--- src/rtl/ita_package.sv ---
// Shared ITA types: controller steps, counters, requantizer output word and output-buffer tags.
package ita_package;

    localparam int unsigned N = 16;
    localparam int unsigned M = 64;
    localparam int unsigned CounterWidth = 16;

    typedef logic [CounterWidth-1:0] counter_t;

    typedef enum logic [3:0] {
        Idle, Q, K, V, QK, AV, OW, F1, F2, MatmulOnly
    } step_e;

    typedef logic [N-1:0][7:0] requant_oup_t;

    typedef struct packed {
        step_e    step;
        counter_t tile_x;
        counter_t tile_y;
        counter_t word;
        logic     last;
    } oup_tag_t;

endpackage

--- src/rtl/ita_fifo.sv ---
// Generic synchronous FIFO with registered storage, wrap-around pointers and a synchronous flush.
module ita_fifo #(
    parameter int unsigned Width = 8,
    parameter int unsigned Depth = 4
) (
    input  logic                       clk_i,
    input  logic                       rst_i,
    input  logic                       clear_i,
    input  logic                       push_i,
    input  logic                       pop_i,
    input  logic [Width-1:0]           data_i,
    output logic [Width-1:0]           data_o,
    output logic [$clog2(Depth+1)-1:0] fill_o,
    output logic                       full_o,
    output logic                       empty_o
);

    localparam int unsigned PtrW  = $clog2(Depth);
    localparam int unsigned FillW = $clog2(Depth+1);

    logic [Width-1:0] mem [Depth];
    logic [PtrW-1:0]  wr_ptr;
    logic [PtrW-1:0]  rd_ptr;
    logic [FillW-1:0] fill;
    logic             do_push;
    logic             do_pop;

    assign full_o  = (fill == FillW'(Depth));
    assign empty_o = (fill == '0);
    assign fill_o  = fill;
    assign data_o  = empty_o ? '0 : mem[rd_ptr];

    // A push into a full FIFO is legal only when the head leaves in the same cycle.
    assign do_push = push_i && (!full_o || pop_i);
    assign do_pop  = pop_i && !empty_o;

    always_ff @(posedge clk_i) begin
        if (rst_i || clear_i) begin
            wr_ptr <= '0;
            rd_ptr <= '0;
            fill   <= '0;
        end else begin
            if (do_push) wr_ptr <= wr_ptr + 1'b1;
            if (do_pop)  rd_ptr <= rd_ptr + 1'b1;
            case ({do_push, do_pop})
                2'b10:   fill <= fill + 1'b1;
                2'b01:   fill <= fill - 1'b1;
                default: fill <= fill;
            endcase
        end
    end

    always_ff @(posedge clk_i) begin
        if (!rst_i && !clear_i && do_push) mem[wr_ptr] <= data_i;
    end

endmodule

--- src/rtl/ita_oup_buffer.sv ---
// Output buffer between requantizer and streamer: masks padding lanes, tags words with step/tile/word index.
// Handshake: a word moves on a side when valid and ready are both high at the rising edge; valid never waits on ready.
module ita_oup_buffer
    import ita_package::*;
#(
    parameter int unsigned N     = ita_package::N,
    parameter int unsigned M     = ita_package::M,
    parameter int unsigned Depth = 4
) (
    input  logic                       clk_i,
    input  logic                       rst_i,
    input  logic                       oup_valid_i,
    output logic                       oup_ready_o,
    input  logic [N*8-1:0]             oup_data_i,
    input  logic [N-1:0]               oup_mask_i,
    input  step_e                      step_i,
    input  counter_t                   tile_x_i,
    input  counter_t                   tile_y_i,
    input  logic                       clear_i,
    output logic                       out_valid_o,
    input  logic                       out_ready_i,
    output logic [N*8-1:0]             out_data_o,
    output step_e                      out_step_o,
    output counter_t                   out_tile_x_o,
    output counter_t                   out_tile_y_o,
    output counter_t                   out_word_o,
    output logic                       out_last_o,
    output logic [$clog2(Depth+1)-1:0] fill_o,
    output logic                       full_o,
    output logic                       empty_o
);

    localparam int unsigned WordsPerTile = M * M / N;
    localparam counter_t    LastWord     = counter_t'(WordsPerTile - 1);
    localparam int unsigned EntryW       = N * 8 + $bits(oup_tag_t);

    logic             push;
    logic             pop;
    logic [N*8-1:0]   masked_data;
    oup_tag_t         push_tag;
    oup_tag_t         head_tag;
    counter_t         word_cnt;
    counter_t         word_now;
    step_e            prev_step;
    logic [EntryW-1:0] head_entry;

    assign oup_ready_o = !full_o || out_ready_i;
    assign out_valid_o = !empty_o;
    assign push        = oup_valid_i && oup_ready_o;
    assign pop         = out_valid_o && out_ready_i;

    always_comb begin
        masked_data = '0;
        for (int i = 0; i < int'(N); i++) begin
            masked_data[i*8 +: 8] = oup_mask_i[i] ? oup_data_i[i*8 +: 8] : 8'h00;
        end
    end

    // A new step restarts word numbering even mid-tile.
    assign word_now = (step_i != prev_step) ? '0 : word_cnt;

    always_comb begin
        push_tag        = '0;
        push_tag.step   = step_i;
        push_tag.tile_x = tile_x_i;
        push_tag.tile_y = tile_y_i;
        push_tag.word   = word_now;
        push_tag.last   = (word_now == LastWord);
    end

    always_ff @(posedge clk_i) begin
        if (rst_i || clear_i) begin
            word_cnt  <= '0;
            prev_step <= Idle;
        end else if (push) begin
            word_cnt  <= push_tag.last ? '0 : word_now + 1'b1;
            prev_step <= step_i;
        end
    end

    ita_fifo #(
        .Width (EntryW),
        .Depth (Depth)
    ) i_fifo (
        .clk_i   (clk_i),
        .rst_i   (rst_i),
        .clear_i (clear_i),
        .push_i  (push),
        .pop_i   (pop),
        .data_i  ({masked_data, push_tag}),
        .data_o  (head_entry),
        .fill_o  (fill_o),
        .full_o  (full_o),
        .empty_o (empty_o)
    );

    assign {out_data_o, head_tag} = head_entry;
    assign out_step_o   = head_tag.step;
    assign out_tile_x_o = head_tag.tile_x;
    assign out_tile_y_o = head_tag.tile_y;
    assign out_word_o   = head_tag.word;
    assign out_last_o   = head_tag.last;

endmodule

--- config.mk ---
export PLATFORM = sky130hd
export DESIGN_NAME = ita_oup_buffer
export DESIGN_NICKNAME = d
export VERILOG_FILES = /design/src/rtl/ita_package.sv /design/src/rtl/ita_fifo.sv /design/src/rtl/ita_oup_buffer.sv
export SDC_FILE = /design/constraint.sdc
export NUM_CORES = 1
export LEC_CHECK = 0
export ABC_CLOCK_PERIOD_IN_PS = 9000
export BUFFER_PORTS_ARGS = -buffer_cell sky130_fd_sc_hd__buf_2
export CORE_MARGIN = 4
export CORE_UTILIZATION = 35
export DETAILED_ROUTE_END_ITERATION = 10
export SLEW_MARGIN = 25
export SYNTH_ARGS = -nofsm -noshare
export SYNTH_HDL_FRONTEND = slang
export SYNTH_SLANG_ARGS = --single-unit
--- constraint.sdc ---
create_clock -name clk_i -period 9 [get_ports clk_i]
set_input_delay 0 -clock clk_i [delete_from_list [all_inputs] [get_ports clk_i]]
set_output_delay 0 -clock clk_i [all_outputs]
set_load 0.01 [all_outputs]
Yosys cells after proc, flatten, opt, wreduce, memory -nomap -nowiden
Memories as Yosys holds them, arrays and structs flattened. A register that Yosys moved wholly into a read port is not among the register bits.
Cells that the tools add are included.
{ "totals": {"regBits": 27, "latch_bits": 0, "mem_bits_rw": 724, "romBits": 0, "inputBits": 185, "out_inout_bits": 188, "mem_count": 1} }
{ "op_classes": {"addsub": 5, "n_mul": 0, "div": 0, "order_cmp": 0, "n_eq_ne": 5, "shifts": 0, "muxes": 24, "bitwise_logic": 0, "reduce_logical": 15} }
{ "mem_list": {"columns": ["memory", "depth", "width", "read_ports", "rd_ports_with_merged_regs", "wr", "line", "rtl"], "rows": [
  ["i_fifo.mem", 4, 181, 1, 1, 1, "ita_fifo.sv:21", "logic [Width-1:0] mem [Depth];"]
]} }
{ "ops": {"columns": ["op", "n"], "rows": [
  ["2-to-1 mux 181 bit", 1],
  ["2-to-1 mux 8 bit", 16],
  ["2-to-1 mux 16 bit", 2],
  ["adder 16 x 1 -> 16 bit (second input constant)", 1],
  ["== test 16 x 8 -> 1 bit (second input constant)", 1],
  ["logical AND 1 bit", 6],
  ["case mux 3 bit (2 select lines)", 1],
  ["adder 2 x 1 -> 2 bit (second input constant)", 2],
  ["logical NOT 1 bit", 4],
  ["2-to-1 mux 2 bit", 2],
  ["inequality test 4 bit", 1],
  ["adder 3 x 1 -> 3 bit (second input constant)", 1],
  ["== test 3 bit (second input constant)", 1],
  ["logical NOT 3 bit", 1],
  ["logical OR 1 bit", 3],
  ["subtractor 3 x 1 -> 3 bit (second input constant)", 1],
  ["== test 2 x 1 -> 1 bit (second input constant)", 1],
  ["== test 2 bit (second input constant)", 1],
  ["2-to-1 mux 1 bit", 2],
  ["nonzero test 2 bit", 1]
]} }

Logic depth before layout (Yosys ltp)
{ "depth": {"ltp_word": 8, "depth_mapped": 12, "depth_no_buf": 9} }

Cells and area by module
From an unflattened synthesis, not the netlist that was laid out.
{ "unflattened": {"cells_unflattened": 1489, "area_unflattened_um2": 29874.9} }
{ "modules_own_cells": {"columns": ["module", "n_inst", "cells_per_inst", "area_each_um2", "seq_area_each_um2"], "rows": [
  ["ita_fifo", 1, 1201, 27790.4, 21921.0],
  ["ita_oup_buffer", 1, 288, 2084.5, 400.4]
]} }

Worst setup path before layout
Ideal clock, no wire load.
{ "synth_path": {"path_type": "register to register", "startpoint": "reg i_fifo.fill[0], in the netlist i_fifo.fill_o[0]", "endpoint": "mem i_fifo.mem[0][0] (netlist name), enable pin", "setup_time_ns": 0.565, "arrival_ns": 5.347, "slack_ns": 3.089, "path_stages_with_launch": 6, "path_buffers": 2, "cell_sequence": "dfxtp_1 > or4b_4 > and2_4 > clkbuf_8 > clkbuf_1 > and3_1"} }
{ "synth_between": {"elab_chain_len": 8, "elab_cells_between_ends": 12, "classes_between": "eq/ne (1); mux (2); reduce/logical (9)"} }
{ "synth_rtl": {"columns": ["item", "line", "rtl"], "rows": [
  ["start: declaration", "ita_fifo.sv:24", "logic [FillW-1:0] fill;"],
  ["start signal: assignment", "ita_fifo.sv:46", "2'b10: fill <= fill + 1'b1;"],
  ["start signal: assignment", "ita_fifo.sv:47", "2'b01: fill <= fill - 1'b1;"],
  ["start signal: assignment", "ita_fifo.sv:48", "default: fill <= fill;"],
  ["== test 3 bit", "ita_fifo.sv:28", "assign full_o = (fill == FillW'(Depth));"],
  ["logical NOT 1 bit", "ita_oup_buffer.sv:47", "assign oup_ready_o = !full_o || out_ready_i;"],
  ["logical OR 1 bit", "ita_oup_buffer.sv:47", null],
  ["via oup_ready_o", "ita_oup_buffer.sv:13", "output logic oup_ready_o,"],
  ["logical AND 1 bit", "ita_oup_buffer.sv:49", "assign push = oup_valid_i && oup_ready_o;"],
  ["logical AND 1 bit", "ita_fifo.sv:34", "assign do_push = push_i && (!full_o || pop_i);"],
  ["logical AND 1 bit", "ita_fifo.sv:54", "if (!rst_i && !clear_i && do_push) mem[wr_ptr] <= data_i;"],
  ["2-to-1 mux 1 bit", "ita_fifo.sv:54", null],
  ["2-to-1 mux 1 bit (implied by the code)", "ita_fifo.sv:54", null],
  ["end: declaration", "ita_fifo.sv:21", null]
]} }
The timed path passes the listed nets, and every way through them passes these cells.

==> flow_summary_export.csv <==
group,metric,value,unit
grt,grt-ovfl-total,0,
cts,cts_root_buf,"clkbuf_16",
synthesis,synth_fp_nets,1683,
drt,drt-pass1-iter-count,4,
synthesis,synth_commonest_cells,"724 x edfxtp_1, 327 x and2_1, 181 x mux4_2, 37 x clkbuf_1",
synthesis,ys_types,49,
hold_path,hold-path-endpoint,"i_fifo.mem[2][29]",
sta,hold_viol_final,0,
power,p_per_area,206,mW/mm2
worst_setup_path,timing.rr.end,"i_fifo.mem[0][91]",
power,power.static_leakage,13.0,nW
synthesis,yosys.area.top_type_share,0.731,
worst_setup_path,rr_startpoint,"i_fifo.fill_o[0]",
floorplan,rows,106,
worst_setup_path,worstPathArrival,3.92,ns
synthesis,syn_inst,1491,
power,p_total,7.79,mW
drt,detail-route-antenna-nets,0,
cts,cts_resized,0,
cts,htreeDepth,3,
synthesis,yosysTopAreaCell,"edfxtp_1",
worst_setup_path,required,9.00,ns
drt,routed_wl,68600,um
cts,clk_pin_slew_worst_paths,0.06,ns
sta,rsz0062_at_grt,"false",
placed_design,dp.cells,2947,
grt,antenna_found_initial,7,
final_layout,drive_above_1_share,0.334,
power,peakVddDrop,0.152,mV
final_layout,stdcell_area,0.0379,mm2
cts,cts_tree,"done",
floorplan,dieWidth,300,um
synthesis,synthArstFlopShare,0,
worst_setup_path,cp.buffers_inverters,3,
grt,grt_pass1_wl,105000,um
sta,relSlewSlack,0.317,
drt,num_vias,16000,
synthesis,ys_warn_count,0,
final_layout,fillCellCount,7240,
floorplan,chipHeight,300,um
drt,drcViolationCount,0,
cts,cts_buffers,82,
synthesis,synth_area_leaders,"edfxtp_1 73%, mux4_2 14%, and2_1 6.9%, dfxtp_1 2.0%, clkbuf_1 0.47%",
grt,grt_max_degree,100,
synthesis,yosys.cell_count.top_type,"edfxtp_1",
worst_setup_path,worstSetupEndpointType,"output pin",
worst_setup_path,rrSetupSlack,5.76,ns
worst_setup_path,cp_cell_sequence,"buf_4 -> buf_4 -> mux4_2 -> and2_1 -> buf_2",
cts,clock-sinks,753,
sta,period_minus_slack,3.92,ns
grt,grt_pass1_vias,17500,
final_layout,final_cells,3312,
hold_path,hp-class,"in -> reg",
placed_design,postPlaceCellArea,0.0329,mm2
drt,routed_via_density,4.82,
worst_setup_path,critPathMaxFanout,43,
synthesis,syn_avg_cell_area,20.0,um2
synthesis,ys_ff_latch,753,
grt,grt_use_total,0.152,
sta,fmax,255,MHz
final_layout,utilization,0.451,
sta,setup_viol,0,
sta,worst_pin_slew,1.02,ns
hold_path,hold_start,"tile_y_i[12]",
sta,skew,0.0241,ns
worst_setup_path,slowest_delay,0.84,ns
sta,timing.final.crit_share,0.435,
sta,setup_slack,5.08,ns
worst_setup_path,crit_family,"buffers and inverters",
floorplan,coreArea,0.0840,mm2
flow_run,maxCapViolCount,0,
hold_path,hold_depth,2,
synthesis,ys_seq_area_frac,0.750,
sta,tns,0,ns
placed_design,dp_hpwl,40400,um
floorplan,io_pins,373,
cts,cts_max_path_buffers,3,
worst_setup_path,cp_slowest_cell,"buf_4",
final_layout,areaGrowthSynthToFinish,27.2,%
sta,fin_hold_ws,0.144,ns
drt,wire_per_inst,20.7,um
worst_setup_path,worst-setup-path-type,"reg -> out",
synthesis,synthesis.area,0.0298,mm2
final_layout,fin_nets,2298,
cts,post_cts_buffers,0,
drt,dr.first_iter.drc_count,847,
worst_setup_path,cp_common_cell,"buf_4",
status,status,"finished, final reports clean",
worst_setup_path,ff2ff_path_depth,5,
worst_setup_path,start_kind,"flip-flop",
placed_design,place_ws,5.44,ns
floorplan,initial_utilization,0.354,
floorplan,dieArea,0.0898,mm2
synthesis,ys.flop_type,"edfxtp_1",
placed_design,place_congestion,0.758,
synthesis,synth_edf_count,724,
sta,final-max-slew-violation-count,0,
placed_design,numPortBuffers,372,
cts,insertion_delay,0.62,ns
worst max path at each step:
stage / from / to / slack, ns / depth (start not counted)
4_1_cts: flip-flop / out_data_o[40] / 4.76 / 5
5_1_grt: flip-flop / out_tile_y_o[11] / 4.64 / 5
3_3_place_gp: flip-flop / out_data_o[56] / 5.49 / 5
6_report: flip-flop / out_data_o[63] / 5.08 / 5
2_1_floorplan: i_fifo.fill_o[0] / i_fifo.mem[0][0] / 3.09 / 5
3_5_place_dp: i_fifo.fill_o[0] / i_fifo.mem[1][42] / 5.44 / 5
cell type report:
class	instances	area, um2	share of cell area
diodes	6	15.0	0.000397
clock buffers	94	2120	0.0559
clock inverters	56	681	0.0180
inverters	9	33.8	0.000892
multi-input cells	658	7120	0.188
flip-flops and latches	753	22300	0.590
well taps	1134	1420	0.0375
repair buffers	602	4140	0.109
routing by layer:
layer,global-route usage,share of wire
met1,0.194,0.41
met2,0.263,0.51
met5,0,0.00054
met3,0.0296,0.053
met4,0.0473,0.023
registers in the layout, summed over array words and instances, names as in the netlist, named ones only:
| signal | flops |
|---|---|
| i_fifo.fill_o | 3 |
| prev_step | 4 |
| word_cnt | 16 |
| i_fifo.wr_ptr | 2 |
| i_fifo.rd_ptr | 2 |
| i_fifo.mem | 724 |
worst register-to-register path: stages (launching register included):
cell and delay [ns]:
dfxtp_1 0.43, or4b_4 0.18, and2_4 0.28, and3_4 0.52
buf_4 0.73, buf_4 0.69
cell families (layout without fill, tap and decap cells):
logic type                 Yosys count  in the layout  synth area share
adders and majority gates            7              7           0.00320
and+or+nand+nor                    422            422            0.0873
AOI/OAI and AO/OA                   37             37           0.00753
DFF                                753            753             0.750
other                                0              6                 0
xor gates and xnor gates            10             10           0.00294
buffers and inverters               80            761            0.0117
muxes                              182            182             0.137
report_power, final:
group	switching [mW]	internal, mW
sequential	0.0115	3.88
combinational	0.233	0.219
clock	1.37	2.08
cells in the final DEF, fill, tap and decap left out, drive strengths merged, types with 2 or more instances in the layout:
cell type,Yosys,routed
inv,9,16
clkbuf,38,94
dfxtp,29,29
or2,2,2
edfxtp,724,724
bufinv,0,13
nor2,14,14
o211ai,2,2
a21oi,16,16
nand4,7,7
buf,33,394
a31oi,4,4
mux4,181,181
ha,6,6
a41oi,2,2
xor2,8,8
clkinv,0,35
nand2,29,29
nor2b,3,3
nand3,11,11
or4,6,6
and3,6,6
nor3,2,2
and2,330,330
o21ai,9,9
diode,0,6
or3,5,5
nor4,3,3
dlygate4sd3,0,208
nand3b,2,2
xnor2,2,2
timing repair:
action	in CTS	in global routing
hold endpoints to repair	680	0
hold buffers	208	0
endpoints found under the setup margin	0	0
Power figures use the tool's default switching activity.
